<file path="config.mk">
export PLATFORM = sky130hd
export DESIGN_NAME = eth_tx_phy
export DESIGN_NICKNAME = d
export VERILOG_FILES = /design/src/rtl/eth_tx_phy.sv
export SDC_FILE = /design/constraint.sdc
export NUM_CORES = 1
export LEC_CHECK = 0
export BUFFER_PORTS_ARGS = -buffer_cell sky130_fd_sc_hd__buf_2
export CORE_MARGIN = 8
export CORE_UTILIZATION = 25
export DETAILED_ROUTE_END_ITERATION = 6
export GPL_ROUTABILITY_DRIVEN = 0
export HOLD_SLACK_MARGIN = 0.12
export PLACE_DENSITY_LB_ADDON = 0.12
export RECOVER_POWER = 25
export SLEW_MARGIN = 0
export SYNTH_ARGS = -nofsm -noshare
export SYNTH_HDL_FRONTEND = slang
export SYNTH_SLANG_ARGS = --single-unit
</file>
<file path="constraint.sdc">
create_clock -name clk -period 3.45 [get_ports clk]
set_input_delay 0 -clock clk [delete_from_list [all_inputs] [get_ports clk]]
set_output_delay 0 -clock clk [all_outputs]
set_load 0.02 [all_outputs]
</file>
<file path="src/rtl/eth_tx_phy.sv">
// 10BASE-T Manchester transmitter: preamble/SFD insertion, LSB-first byte
// serialization, TP_IDL end-of-frame marker, inter-frame gap and normal
// link pulses while idle. One clk cycle is one Manchester half-bit.
//
// state    | meaning
// ---------+-----------------------------------------------------------
// IDLE     | line low, waiting for a frame or for the link pulse timer
// NLP      | normal link pulse, line high for NLP_WIDTH cycles
// PREAMBLE | 7 x 0x55 followed by SFD 0xD5
// DATA     | frame bytes from upstream, one byte every 16 cycles
// TPIDL    | end-of-frame high level for TPIDL_CYCLES
// GAP      | enforced low inter-frame gap of IFG_CYCLES
module eth_tx_phy #(
    parameter int NLP_PERIOD   = 320000,
    parameter int NLP_WIDTH    = 2,
    parameter int TPIDL_CYCLES = 6,
    parameter int IFG_CYCLES   = 192
) (
    input  logic       clk,
    input  logic       rst,
    input  logic [7:0] in_data,
    input  logic       in_valid,
    input  logic       in_last,
    output logic       in_ready,
    output logic       tx,
    output logic       busy,
    output logic       underrun
);

    localparam int NLP_W   = (NLP_PERIOD > 1) ? $clog2(NLP_PERIOD) : 1;
    localparam int TMR_MAX = (IFG_CYCLES > TPIDL_CYCLES)
                           ? ((IFG_CYCLES > NLP_WIDTH) ? IFG_CYCLES : NLP_WIDTH)
                           : ((TPIDL_CYCLES > NLP_WIDTH) ? TPIDL_CYCLES : NLP_WIDTH);
    localparam int TMR_W   = (TMR_MAX > 1) ? $clog2(TMR_MAX) : 1;

    localparam logic [NLP_W-1:0] NLP_TC   = NLP_W'(NLP_PERIOD - 1);
    localparam logic [TMR_W-1:0] NLP_LD   = TMR_W'(NLP_WIDTH - 1);
    localparam logic [TMR_W-1:0] TPIDL_LD = TMR_W'(TPIDL_CYCLES - 1);
    localparam logic [TMR_W-1:0] IFG_LD   = TMR_W'(IFG_CYCLES - 1);

    localparam logic [7:0] PRE_BYTE = 8'h55;
    localparam logic [7:0] SFD_BYTE = 8'hD5;

    typedef enum logic [2:0] {
        S_IDLE     = 3'd0,
        S_NLP      = 3'd1,
        S_PREAMBLE = 3'd2,
        S_DATA     = 3'd3,
        S_TPIDL    = 3'd4,
        S_GAP      = 3'd5
    } state_t;

    state_t           state_q, state_d;
    logic [3:0]       hb_q, hb_d;       // half-bit index within the current byte
    logic [2:0]       pre_q, pre_d;     // preamble byte index, 7 = SFD
    logic [7:0]       sr_q, sr_d;       // byte being serialized
    logic             last_q, last_d;   // current data byte closes the frame
    logic [TMR_W-1:0] tmr_q, tmr_d;     // down-counter for NLP/TPIDL/GAP
    logic [NLP_W-1:0] nlp_q, nlp_d;     // idle time since last pulse or frame
    logic             tx_q, tx_d;
    logic             byte_end;
    logic             sel_bit;

    // Next-state, counter and handshake logic.
    always_comb begin
        state_d  = state_q;
        hb_d     = hb_q;
        pre_d    = pre_q;
        sr_d     = sr_q;
        last_d   = last_q;
        tmr_d    = tmr_q;
        nlp_d    = nlp_q;
        in_ready = 1'b0;
        underrun = 1'b0;
        byte_end = (hb_q == 4'd15);

        case (state_q)
            S_IDLE: begin
                // A due link pulse takes priority over a waiting frame.
                if (nlp_q == NLP_TC) begin
                    state_d = S_NLP;
                    tmr_d   = NLP_LD;
                end else begin
                    nlp_d = nlp_q + NLP_W'(1);
                    if (in_valid) begin
                        state_d = S_PREAMBLE;
                        hb_d    = 4'd0;
                        pre_d   = 3'd0;
                        sr_d    = PRE_BYTE;
                        last_d  = 1'b0;
                    end
                end
            end
            S_NLP: begin
                if (tmr_q == '0) begin
                    state_d = S_IDLE;
                    nlp_d   = '0;
                end else begin
                    tmr_d = tmr_q - TMR_W'(1);
                end
            end
            S_PREAMBLE, S_DATA: begin
                hb_d = hb_q + 4'd1;
                if (byte_end) begin
                    if (state_q == S_PREAMBLE && pre_q != 3'd7) begin
                        pre_d = pre_q + 3'd1;
                        sr_d  = (pre_q == 3'd6) ? SFD_BYTE : PRE_BYTE;
                    end else if (state_q == S_DATA && last_q) begin
                        state_d = S_TPIDL;
                        tmr_d   = TPIDL_LD;
                    end else begin
                        in_ready = 1'b1;
                        if (in_valid) begin
                            state_d = S_DATA;
                            sr_d    = in_data;
                            last_d  = in_last;
                        end else begin
                            // Starved mid-frame: close the frame early.
                            underrun = 1'b1;
                            state_d  = S_TPIDL;
                            tmr_d    = TPIDL_LD;
                        end
                    end
                end
            end
            S_TPIDL: begin
                if (tmr_q == '0) begin
                    state_d = S_GAP;
                    tmr_d   = IFG_LD;
                    nlp_d   = '0;
                end else begin
                    tmr_d = tmr_q - TMR_W'(1);
                end
            end
            S_GAP: begin
                if (nlp_q != NLP_TC) begin
                    nlp_d = nlp_q + NLP_W'(1);
                end
                if (tmr_q == '0) begin
                    state_d = S_IDLE;
                end else begin
                    tmr_d = tmr_q - TMR_W'(1);
                end
            end
            default: begin
                state_d = S_IDLE;
            end
        endcase
    end

    // Line level for the next cycle: Manchester half-bit or fixed level.
    always_comb begin
        sel_bit = sr_d[hb_d[3:1]];
        tx_d    = 1'b0;
        case (state_d)
            S_PREAMBLE, S_DATA: tx_d = hb_d[0] ? sel_bit : ~sel_bit;
            S_NLP, S_TPIDL:     tx_d = 1'b1;
            default:            tx_d = 1'b0;
        endcase
    end

    // State and datapath registers with synchronous reset.
    always_ff @(posedge clk) begin
        if (rst) begin
            state_q <= S_IDLE;
            hb_q    <= '0;
            pre_q   <= '0;
            sr_q    <= '0;
            last_q  <= 1'b0;
            tmr_q   <= '0;
            nlp_q   <= '0;
            tx_q    <= 1'b0;
        end else begin
            state_q <= state_d;
            hb_q    <= hb_d;
            pre_q   <= pre_d;
            sr_q    <= sr_d;
            last_q  <= last_d;
            tmr_q   <= tmr_d;
            nlp_q   <= nlp_d;
            tx_q    <= tx_d;
        end
    end

    assign tx   = tx_q;
    assign busy = (state_q != S_IDLE);

endmodule

</file>
## Yosys cells after proc, flatten, opt, wreduce, memory -nomap -nowiden

Cells that the tools add are included.

| storage, ports and cells | value |
|---|---|
| bits in registers | 47 |
| bits of input ports | 12 |
| output and inout bits | 4 |
| word-level logic and storage cells | 114 |

| operators by class | value |
|---|---|
| $add $sub $neg | 4 |
| $lt $le $gt $ge | 1 |
| eq/ne operators | 26 |
| multiplexer cells | 57 |
| bitwise operators | 1 |
| reduce and logical (&&, ||, !) cells | 17 |

Operators by type and width:

| operator | number |
|---|---|
| 8-bit two-way mux | 14 |
| 19-bit two-way mux | 3 |
| 19-bit case mux with 3 select lines | 1 |
| 3-bit two-way mux | 12 |
| 8-bit case mux with 4 select lines | 1 |
| 2-bit != test, second input constant | 10 |
| 19-bit by 1-bit adder with 19-bit output, second input constant | 1 |
| 19-bit == test, second input constant | 1 |
| 19-bit != test, second input constant | 1 |
| 1-bit two-way mux | 17 |
| 8-bit case mux with 2 select lines | 1 |
| 3-bit by 2-bit == test with 1-bit output, second input constant | 4 |
| 3-bit == test, second input constant | 4 |
| 3-bit case mux with 4 select lines | 1 |
| 2-bit OR reduction | 5 |
| 8-bit zero test | 1 |
| 4-bit two-way mux | 2 |
| 4-bit case mux with 2 select lines | 1 |
| 8-bit by 1-bit subtractor with 8-bit output, second input constant | 1 |
| 7-bit AND reduction | 1 |
| 3-bit by 1-bit == test with 1-bit output, second input constant | 2 |
| 3-bit != test, second input constant | 2 |
| 3-bit case mux with 2 select lines | 1 |
| 6-bit AND reduction | 1 |
| other kinds (15) | 18 |

## Depth between registers and ports, before layout

Gate-level depths: netlist of run 1.

| logic depth | value |
|---|---|
| depth after elaboration | 11 |
| depth in mapped cells | 11 |
| depth with buffers taken out | 10 |

## Worst setup path after synthesis of run 1

OpenSTA, ideal clock, no wires.

| timing path | value |
|---|---|
| path kind | flip-flop to flip-flop |
| start point | register tmr_q[0] |
| end point | register nlp_q[15] |
| library setup time | 70 ps |
| arrival time | 2550 ps |
| required time | 3380 ps |
| path slack | 830 ps |
| stages on the path, launching flop included | 10 |
| buffers on the path | 0 |
| clock period less this slack | 2620 ps |
| path through | dfxtp_1 -> inv_1 -> ha_1 -> or4b_4 -> nor4_4 -> nand2b_4 -> a2111oi_4 -> nand4_4 -> or3_1 -> a21oi_1 |

| on the way | value |
|---|---|
| longest elaborated chain between the ends | 3 |

Ends and longest elaborated chain:

| element | line | text |
|---|---|---|
| from (decl) | 58 | `logic [TMR_W-1:0] tmr_q, tmr_d;` |
| from (signal assigned) | 179 | `tmr_q <= tmr_d;` |
| 8-bit zero test | 95, 127 |  |
| 2-bit by 1-bit != test with 1-bit output (no source line) | - |  |
| 4-bit AND reduction (no source line) | - |  |
| to (signal assigned) | 180 | `nlp_q <= nlp_d;` |
| to (decl) | 59 | `logic [NLP_W-1:0] nlp_q, nlp_d;` |

No other way between the ends.
A chain may end at the register's enable or synchronous reset.

## Worst setup path after layout of run 1

| timing path | value |
|---|---|
| start point | register pre_q[0] |
| end point | register tx_q, in the netlist tx |

| on the way | value |
|---|---|
| longest elaborated chain between the ends | 10 |
| elaborated cells between the ends (all ways) | 21 |
| those cells by class | 6 x eq/ne; 11 x mux; 1 x bitwise; 3 x reduce/logical |

Ends and longest elaborated chain:

| element | line | text |
|---|---|---|
| from (decl) | 55 | `logic [2:0] pre_q, pre_d;` |
| from (signal assigned) | 176 | `pre_q <= pre_d;` |
| 3-bit == test / 3-bit != test (equally long branches) | 107, 105 |  |
| 8-bit two-way mux / 1-bit logical AND (equally long branches) | 107, 105 |  |
| 8-bit two-way mux | 105 | `if (state_q == S_PREAMBLE && pre_q != 3'd7) begin` |
| 8-bit two-way mux | 104 | `if (byte_end) begin` |
| 8-bit case mux with 2 select lines | 77 | `case (state_q)` |
| 1-bit binary-select mux with 3-bit select | 153 | `sel_bit = sr_d[hb_d[3:1]];` |
| 1-bit two-way mux (implied by the code) | 153 |  |
| 1-bit inverter | 156 | `S_PREAMBLE, S_DATA: tx_d = hb_d[0] ? sel_bit : ~sel_bit;` |
| 1-bit two-way mux | 156 |  |
| 1-bit case mux with 2 select lines * | 155 | `case (state_d)` |
| to (signal assigned) | 181 | `tx_q <= tx_d;` |
| to (decl) | 60 | `logic tx_q, tx_d;` |

Every way passes the cells marked *; elsewhere a longest branch is shown, timed or not. The select of a mux whose other input is x is not followed.

==> summary.md, run 1 <==
| Metric | Value |
|---|---|
| Final worst-path cycle share | 0.8531 |
| Endpoints failing hold | 0 |
| Fraction of layout cells with a size suffix above 1 | 0.1114 |
| Minimum clock period | approximately 2.9 ns |
| Cts bufs inserted | 5 |
| Layout area overhead | 13.36% |
| Root buffer cell | clkbuf_8 |
| Critical setup path kind | reg2reg |
| PwrDens | approximately 370 nW/um^2 |
| WL final | 6.806 mm |
| EDFF count, synth | 0 |
| Clk sinks | 47 |
| Mean Syn Cell Area | around 8.0 sq um |
| Initial DRC count | ~160 |
| Startpoint types | register |
| Gate power share | 0.141 |
| Cell taking the most area after synthesis | dfxtp_1 |
| Placed cell area | about 2900 sq um |
| Clk_lat worst skew | about 0.31 ns |
| Vias per Instance | 4.885 |
| Bufs on Longest Clock Path | 2 |
| Yosys top cell area share | 0.3549 |
| Initial Utilization | 0.2568 |
| Final clock skew | ~0.012 ns |
| Hold Crit Class | in2reg |
| Seq/Total Area, Yosys | 0.3549 |
| Final instance area | between 3000 and 4000 sq um |
| Synth Net Count | 350 |
| PnR worst setup slack | between 0.5 and 0.6 ns |
| Chip width | roughly 120 microns |
| Total power | roughly 1.1 mW |
| Ant diodes | 0 |
| Hold depth | 4 |
| Ys async rst share | 0 |
| Nets | approximately 370 |
| Clk slew on worst S/H paths | ~0.1 ns |
| GRT Residual Overflow | 0 |
| DRC Markers | 0 |
| Fmax | around 340 MHz |
| Unique masters post-synth | 54 |
| Pre-CTS WS | 0.4967 ns |
| Max VDD drop | 0.1456 mV |
| Dpl cells | roughly 470 |
| Net switching power | 320.1 uW |
| Synth area leaders | dfxtp_1 (35%), nor2_1 (7.6%), a21oi_1 (4.5%), xnor2_1 (3.6%), nor3_1 (3.2%) |
| DRT antenna net count | 0 |
| GR Util All Layers | 0.1008 |
| CTS tree | done |
| Ys Warns | 0 |
| Hold slack | between 0.1 and 0.15 ns |
| Yosys reg bits | between 40 and 50 |
| Leak | between 1 and 1.5 nW |
| Vias in the first global route | around 2300 |
| Die height | approximately 120 microns |
| Crit. End Element | register |
| Die ar. | 14160 sq um |
| Reg2Reg Depth | 10 |
| Worst-path maximum fanout | 4 |
| Initial antenna violation count | 0 |
| Core Util, Final | 0.2911 |
| Pre-Repair DR Iteration Count | 4 |
| RSZ-0062 raised after global routing | false |
| Syn Inst Count | roughly 330 |
| Number of port buffers | 15 |
| Synth Cell Area | about 2700 sq um |
| R2R Setup Slk | between 0.5 and 0.6 ns |
| Clock power share | 0.337 |
| # Post-CTS Setup Buffers | 0 |
| First-pass GRT wire length | about 12 mm |
| Slew Limit Fails | 0 |
| Commonest cells in the netlist | nor2_1 (54), dfxtp_1 (47), a21oi_1 (24) |
| Sw Ratio | 0.2882 |
| Final setup viols | 0 |
| I/O pin count | 16 |
| Critical Path RT | 3.71 ns |
| Internal power | a little under 800 uW |
| Most common cell in the netlist | nor2_1 |
| Routed length per instance | roughly 14 microns |
| Non-filler cells in the finished layout | 486 |
| Data arrival, critical path | 3.20 ns |
| Largest net degree at the start of global routing | 32 |
| Worst-Margin Slew | between 0.8 and 0.9 ns |
| Slew HR | 0.4215 |
| Status | completed |
| Total core area | between 10000 and 15000 sq um |
| Reg power frac | 0.522 |
| CTS H-tree lvls | 2 |
| Main synth FF type | dfxtp_1 |
| Vias | 2374 |
| Max Cap Viol | 0 |
| Cell row count | 37 |
| Fin Setup TNS | 0 ns |
| Post-DP HPWL | between 4 and 5 mm |
path summary, 6_finish.rpt:
check / startpoint / endpoint
setup reg to reg: pre_q[0] / tx
hold reg to reg: tmr_q[0] / tmr_q[0]
setup / recovery: pre_q[0] / tx
hold / removal: in_data[6] / sr_q[6]
power groups by stage:
stage / sequential, mW / clock, mW / combinational [mW]
after global placement: 0.593 / 0 / 0.158
after global routing: 0.584 / 0.418 / 0.177
after floorplan: 0.589 / 0 / 0.112
final: 0.580 / 0.374 / 0.157
after CTS: 0.581 / 0.395 / 0.162
after detailed placement: 0.593 / 0 / 0.157
cell usage in the layout (no fill, tap or decap), types with 8 or more instances in the layout:
master	instances
inv_1	9
buf_2	13
nor3_1	17
dfxtp_1	47
nand2_1	16
nand3_1	12
nor2b_1	10
a21oi_1	24
o21ai_0	13
a31oi_1	8
nor2_1	54
xnor2_1	11
sequential cells by signal (all words and copies together) (netlist names):
signal   flops
nlp_q       19
sr_q         8
tmr_q        8
hb_q         4
pre_q        3
state_q      3
last_q       1
tx           1
cell families (layout without fill, tap and decap cells):
| kind of cell | Yosys count | count (layout) | synth area share |
|---|---|---|---|
| AO/OA/AOI/OAI | 82 | 82 | 0.2053 |
| XOR/XNOR | 14 | 14 | 0.04625 |
| adder cells (fa/ha/maj) | 6 | 6 | 0.02831 |
| buffers and inverters | 26 | 44 | 0.03775 |
| flip-flops | 47 | 47 | 0.3549 |
| multiplexers | 7 | 7 | 0.02831 |
| AND/OR/NAND/NOR | 150 | 150 | 0.2992 |
worst max-delay path, stage by stage (launching register included):
cell,delay [ns]
dfxtp_1,0.38
ha_1,0.17
ha_1,0.23
nand2b_1,0.13
a2111oi_1,0.83
a22o_1,0.24
a31oi_1,0.06
mux2i_1,0.18
nor3_1,0.07
or4_1,0.53
nand3_1,0.08
metal layers:
| metal | global-route usage | share of wire | vias to the layer above |
|---|---|---|---|
| li1 | - | - | 1228 |
| met1 | 0.1355 | 0.52 | 1119 |
| met2 | 0.1517 | 0.43 | 22 |
| met3 | 0.02740 | 0.030 | 5 |
| met4 | 0.03399 | 0.010 | 0 |
| met5 | 0 | 0 | - |
area by class of cell:
type / instances / area (sq um)
inverters: 10 / 37.54
clock inverters: 2 / 16.27
clock buffers: 6 / 82.58
flip-flops and latches: 47 / 940.9
well taps: 136 / 170.2
multi-input cells: 259 / 1604
fillers: 1130 / 7318
repair buffers: 26 / 153.9
timing repair:
action | in CTS | in global routing
endpoints found under the hold margin | 4 | 0
hold buffers | 4 | 0
gates resized for setup | 0 | 0
No activity file was read; power rests on OpenSTA's default activity.
==> run 2, diff against run 1 <==
Settings changed: RECOVER_POWER 25 to 50.
==> summary.md, run 2 (synthesis results as in run 1) <==
| Metric | Value |
|---|---|
| Status | completed |
| Initial Utilization | 0.2568 (unchanged) |
| Internal power | 786.3 uW (-0.56%) |
| FF/Latch Area | 940.9 sq um (unchanged) |
| Number of port buffers | 15 (unchanged) |
| Clk sinks | 47 (unchanged) |
| Die ar. | 14160 sq um (unchanged) |
| Ant diodes | 0 (unchanged) |
| Hold slack | 0.1419 ns (-0.0003910 ns) |
| GRT Residual Overflow | 0 (unchanged) |
| Most common cell after layout, fill and taps aside | nor2_1 |
| Pre-Repair DR Iteration Count | 4 (unchanged) |
| DRC Markers | 0 (unchanged) |
| Gate power share | 0.137 (-0.004) |
| Slew Limit Fails | 0 (unchanged) |
| Max reg flops | 19 (unchanged) |
| I/O pin count | 16 (unchanged) |
| Layout area overhead | 13.07% |
| Vias per Instance | 4.854 (-0.63%) |
| Final setup viols | 0 (unchanged) |
| Most frequent cells in the layout | nor2_1 (54), dfxtp_1 (47), a21oi_1 (24) |
| Net switching power | 320.9 uW (+0.23%) |
| GR Util All Layers | 0.1008 (unchanged) |
| Leak | 1.065 nW (-0.34%) |
| Reg power frac | 0.524 (+0.002) |
| Post-DP HPWL | 4.913 mm (unchanged) |
| Worst-path maximum fanout | 4 (unchanged) |
| Largest net degree at the start of global routing | 32 (unchanged) |
| Endpoints failing hold | 0 (unchanged) |
| Data arrival, critical path | 3.19 ns (about the same) |
| DRT antenna net count | 0 (unchanged) |
| Hold Crit Class | in2reg |
| Nets | 367 (unchanged) |
| Max VDD drop | 0.1459 mV (+0.23%) |
| Minimum clock period | 2.927 ns (-0.01621 ns) |
| Critical Path RT | 3.71 ns (about the same) |
| Max Cap Viol | 0 (unchanged) |
| Most flop-heavy register | nlp_q |
| Initial antenna violation count | 0 (unchanged) |
| Clock power share | 0.339 (+0.002) |
| Root buffer cell | clkbuf_8 |
| Biggest regs | nlp_q: 19 flops, sr_q: 8 flops, tmr_q: 8 flops |
| Cts bufs inserted | 5 (unchanged) |
| PwrDens | 369.3 nW/um^2 (about the same) |
| CTS H-tree lvls | 2 (unchanged) |
| Crit. End Element | register |
| First-pass GRT wire length | 11.81 mm (unchanged) |
| Filler cells | 1130 (unchanged) |
| Slew HR | 0.4334 (+0.01190) |
| Routed length per instance | 14.01 microns (about the same) |
| Cell row count | 37 (unchanged) |
| Fraction of layout cells with a size suffix above 1 | 0.1057 (-0.005714) |
| Initial DRC count | 164 (unchanged) |
| Bufs on Longest Clock Path | 2 (unchanged) |
| WL final | 6.810 mm (about the same) |
| Vias in the first global route | 2325 (unchanged) |
| Critical setup path kind | reg2reg |
| Fin Setup TNS | 0 ns (unchanged) |
| Total core area | 10320 sq um (unchanged) |
| Final instance area | 2998 sq um (-0.25%) |
| Worst-Margin Slew | 0.8478 ns (-0.01781 ns) |
| Clk_lat worst skew | 0.31 ns (about the same) |
| Chip width | 119.0 microns (unchanged) |
| CTS tree | done |
| Final worst-path cycle share | 0.8484 (-0.004699) |
| # Post-CTS Setup Buffers | 0 (unchanged) |
| Total power | 1.107 mW (-0.33%) |
| RSZ-0062 raised after global routing | false |
| Vias | 2359 (-0.63%) |
| Final clock skew | 0.01261 ns (+0.0002247 ns) |
| Clk slew on worst S/H paths | 0.10 ns (about the same) |
| Sw Ratio | 0.2898 (+0.001638) |
| Fmax | 341.6 MHz (+0.55%) |
| Placed cell area | 2887 sq um (unchanged) |
| Startpoint types | register |
| Die height | 119.0 microns (unchanged) |
| Multi-input gate area | 1600 sq um (-0.23%) |
## run 2: metrics by stage
step,cells,setup WS (ns),util
after global placement,474,0.6109,0.2796
after CTS,486,0.4716,0.2931
after floorplan,332,0.8295,-
after detailed placement,474,0.4967,0.2796
after global routing,486,0.2731,0.2904
final,486,0.5230,0.2904
## run 2: timing repair
item                      CTS  global route
gates resized for setup     0             0
hold endpoints to repair    4             0
hold buffers                4             0
## run 2: per-layer routing
metal  part of all wire  vias up  GRT usage  routed length (microns)
li1                   -     1224          -                        -
met5                  0        -          0                        0
met1               0.52     1104     0.1355                     3563
met4              0.012        0    0.03399                       85
met2               0.43       24     0.1517                     2946
met3              0.032        7    0.02740                      216
## run 2: final timing paths
path | startpoint | endpoint | slack [ns] | cells after the start
setup / recovery | pre_q[0] | tx | 0.52 | 10
hold / removal | in_data[6] | sr_q[6] | 0.14 | 4
setup reg to reg | pre_q[0] | tx | 0.52 | 10
hold reg to reg | tmr_q[0] | tmr_q[0] | 0.49 | 1
## run 2: final cells by class
class                      instances  area share
inverter                          10     0.01252
tap                              136     0.05676
sequential                        47      0.3139
clock buffer                       6     0.02755
timing repair buffer              26     0.05008
multi-input combinational        259      0.5338
clock inverter                     2    0.005426
## run 2: critical path: stages, from the launching register on
cell and delay [ns]:
dfxtp_1 0.38, ha_1 0.17, ha_1 0.23, nand2b_1 0.13, a2111oi_1 0.82, a22o_1 0.24
a31oi_1 0.05, mux2i_1 0.18, nor3_1 0.07, or4_1 0.53, nand3_1 0.08
## run 2: power groups by stage
| stage | sequential (mW) | combinational (mW) | clock [mW] |
|---|---|---|---|
| CTS | 0.581 | 0.162 | 0.395 |
| detailed placement | 0.593 | 0.157 | 0 |
| finish | 0.580 | 0.152 | 0.375 |
| global route | 0.584 | 0.173 | 0.418 |
| floorplan | 0.589 | 0.112 | 0 |
| global placement | 0.593 | 0.158 | 0 |
==> run 3, diff against run 2 <==
Clock period 3.45 ns to 2.7 ns, I/O delays scaled along.
==> summary.md, run 3 (synthesis results as in run 1) <==
| Metric | Value |
|---|---|
| Net switching power | 401.6 uW (+25%) |
| Final setup viols | 0 (unchanged) |
| Critical Path RT | 2.94 ns (-0.77 ns) |
| CTS H-tree lvls | 2 (unchanged) |
| Fmax | 388.5 MHz (+14%) |
| Most frequent cells in the layout | nor2_1 (54), dfxtp_1 (44), buf_4 (35) |
| Clock power share | 0.330 (-0.009) |
| Sw Ratio | 0.2741 (-0.01578) |
| CTS tree | done |
| Vias | 2454 (+4.0%) |
| Die height | 119.0 microns (unchanged) |
| GR Util All Layers | 0.1007 (-0.0001389) |
| Chip width | 119.0 microns (unchanged) |
| Initial antenna violation count | 0 (unchanged) |
| Vias in the first global route | 2334 (+0.39%) |
| Biggest regs | nlp_q: 19 flops, sr_q: 8 flops, tmr_q: 8 flops |
| Internal power | 1.064 mW (+35%) |
| Cell row count | 37 (unchanged) |
| Initial Utilization | 0.2568 (unchanged) |
| PnR worst setup slack | 0.1260 ns (-0.3969 ns) |
| RSZ-0062 raised after global routing | true |
| WL final | 7.077 mm (+3.9%) |
| Slew Limit Fails | 0 (unchanged) |
| Pre-Repair DR Iteration Count | 4 (unchanged) |
| Leak | 1.241 nW (+17%) |
| PwrDens | 442.1 nW/um^2 (+20%) |
| Max reg flops | 19 (unchanged) |
| Total power | 1.465 mW (+32%) |
| I/O pin count | 16 (unchanged) |
| Total core area | 10320 sq um (unchanged) |
| Clk sinks | 47 (unchanged) |
| Post-DP HPWL | 5.203 mm (+5.9%) |
| Minimum clock period | 2.574 ns (-0.3531 ns) |
| Nets | 397 (+8.2%) |
| Fraction of layout cells with a size suffix above 1 | 0.2263 (+0.1206) |
| Gate power share | 0.167 (+0.030) |
| DRT antenna net count | 0 (unchanged) |
| Clk slew on worst S/H paths | 0.10 ns (about the same) |
| Initial DRC count | 111 (-32%) |
| Final clock skew | 0.01836 ns (+0.005756 ns) |
| Number of port buffers | 15 (unchanged) |
| Die ar. | 14160 sq um (unchanged) |
| Ant diodes | 0 (unchanged) |
| Data arrival, critical path | 2.81 ns (-0.38 ns) |
| Status | completed |
| Vias per Instance | 4.756 (-2.0%) |
| Worst-path maximum fanout | 8 (+4) |
| Hold Crit Class | in2reg |
| Routed length per instance | 13.72 microns (-2.1%) |
| Filler cells | 1123 (-0.62%) |
| Largest net degree at the start of global routing | 32 (unchanged) |
| Reg power frac | 0.502 (-0.022) |
| Cts bufs inserted | 5 (unchanged) |
| Bufs on Longest Clock Path | 2 (unchanged) |
| First-pass GRT wire length | 11.83 mm (+0.18%) |
| Most common cell after layout, fill and taps aside | nor2_1 |
| Most flop-heavy register | nlp_q |
| Root buffer cell | clkbuf_8 |
| Crit. End Element | register |
| Max Cap Viol | 0 (unchanged) |
| Max VDD drop | 0.2022 mV (+39%) |
| Clk_lat worst skew | 0.31 ns (about the same) |
| Endpoints failing hold | 0 (unchanged) |
| Pre-CTS WS | -0.01937 ns (-0.5161 ns) |
| GRT Residual Overflow | 0 (unchanged) |
| Layout area overhead | 25.01% |
| DRC Markers | 0 (unchanged) |
| Final worst-path cycle share | 0.9533 (+0.1049) |
| Startpoint types | register |
| Slew HR | 0.5896 (+0.1562) |
| Worst-Margin Slew | 0.6156 ns (-0.2322 ns) |
| Critical setup path kind | reg2reg |
==> run 3: cell type report <==
type	instances	area, sq um	share of cell area
multi-input combinational	259	1674	0.5051
sequential	47	944.7	0.2850
timing repair buffer	56	384.1	0.1159
tap	136	170.2	0.05134
clock buffer	7	96.34	0.02907
inverter	10	37.54	0.01133
clock inverter	1	7.507	0.002265
==> run 3: what timing repair did <==
| item | 4_1_cts | 5_1_grt |
|---|---|---|
| endpoints found under the hold margin | 4 | 0 |
| hold buffers | 4 | 0 |
| endpoints found under the setup margin | 2 | 12 |
| resized for setup | 2 | 14 |
| pin swaps | 4 | 11 |
| buffers inserted | 1 | 5 |
==> run 3: through the flow <==
| step | hold slack [ns] | util | std cells | TNS (ns) | instance area (sq um) |
|---|---|---|---|---|---|
| after global routing | 0.1739 | 0.3211 | 516 | -0.03493 | 3314 |
| after CTS | 0.1333 | 0.3124 | 511 | -0.002808 | 3226 |
| after detailed placement | 0.2493 | 0.2971 | 498 | -0.01937 | 3067 |
| after global placement | 0.2486 | 0.2971 | 498 | 0 | 3067 |
| final | 0.1421 | 0.3211 | 516 | 0 | 3314 |
| after floorplan | 0.09164 | - | 332 | 0 | 2651 |
==> run 3: critical path, stage by stage (launching register included) <==
cell       delay (ns)
dfxtp_2          0.34
inv_2            0.06
ha_4             0.12
or4b_4           0.49
nor4_4           0.24
nand2b_4         0.10
a2111oi_4        0.44
nand4_4          0.22
or3_1            0.38
a21oi_1          0.11
==> run 3: path summary, 6_finish.rpt <==
| path | endpoint | start | depth (start not counted) | slack [ns] |
|---|---|---|---|---|
| worst min register to register | tmr_q[0] | tmr_q[0] | 1 | 0.45 |
| worst max-delay path | nlp_q[13] | tmr_q[0] | 9 | 0.13 |
| worst min-delay path | sr_q[2] | in_data[2] | 4 | 0.14 |
| worst max register to register | nlp_q[13] | tmr_q[0] | 9 | 0.13 |
==> run 3: per-layer routing <==
metal  vias to the layer above  GRT usage  wire (microns)
li1                       1282          -               -
met5                         -          0               0
met1                      1127     0.1412            3859
met2                        38     0.1503            2910
met4                         0    0.03320              83
met3                         7    0.01937             223
==> run 3: power groups by stage <==
stage	registers (mW)	logic, mW	clock network [mW]
finish	0.736	0.245	0.484
global route	0.740	0.272	0.540
CTS	0.736	0.240	0.511
detailed placement	0.752	0.228	0
global placement	0.752	0.231	0
floorplan	0.752	0.143	0
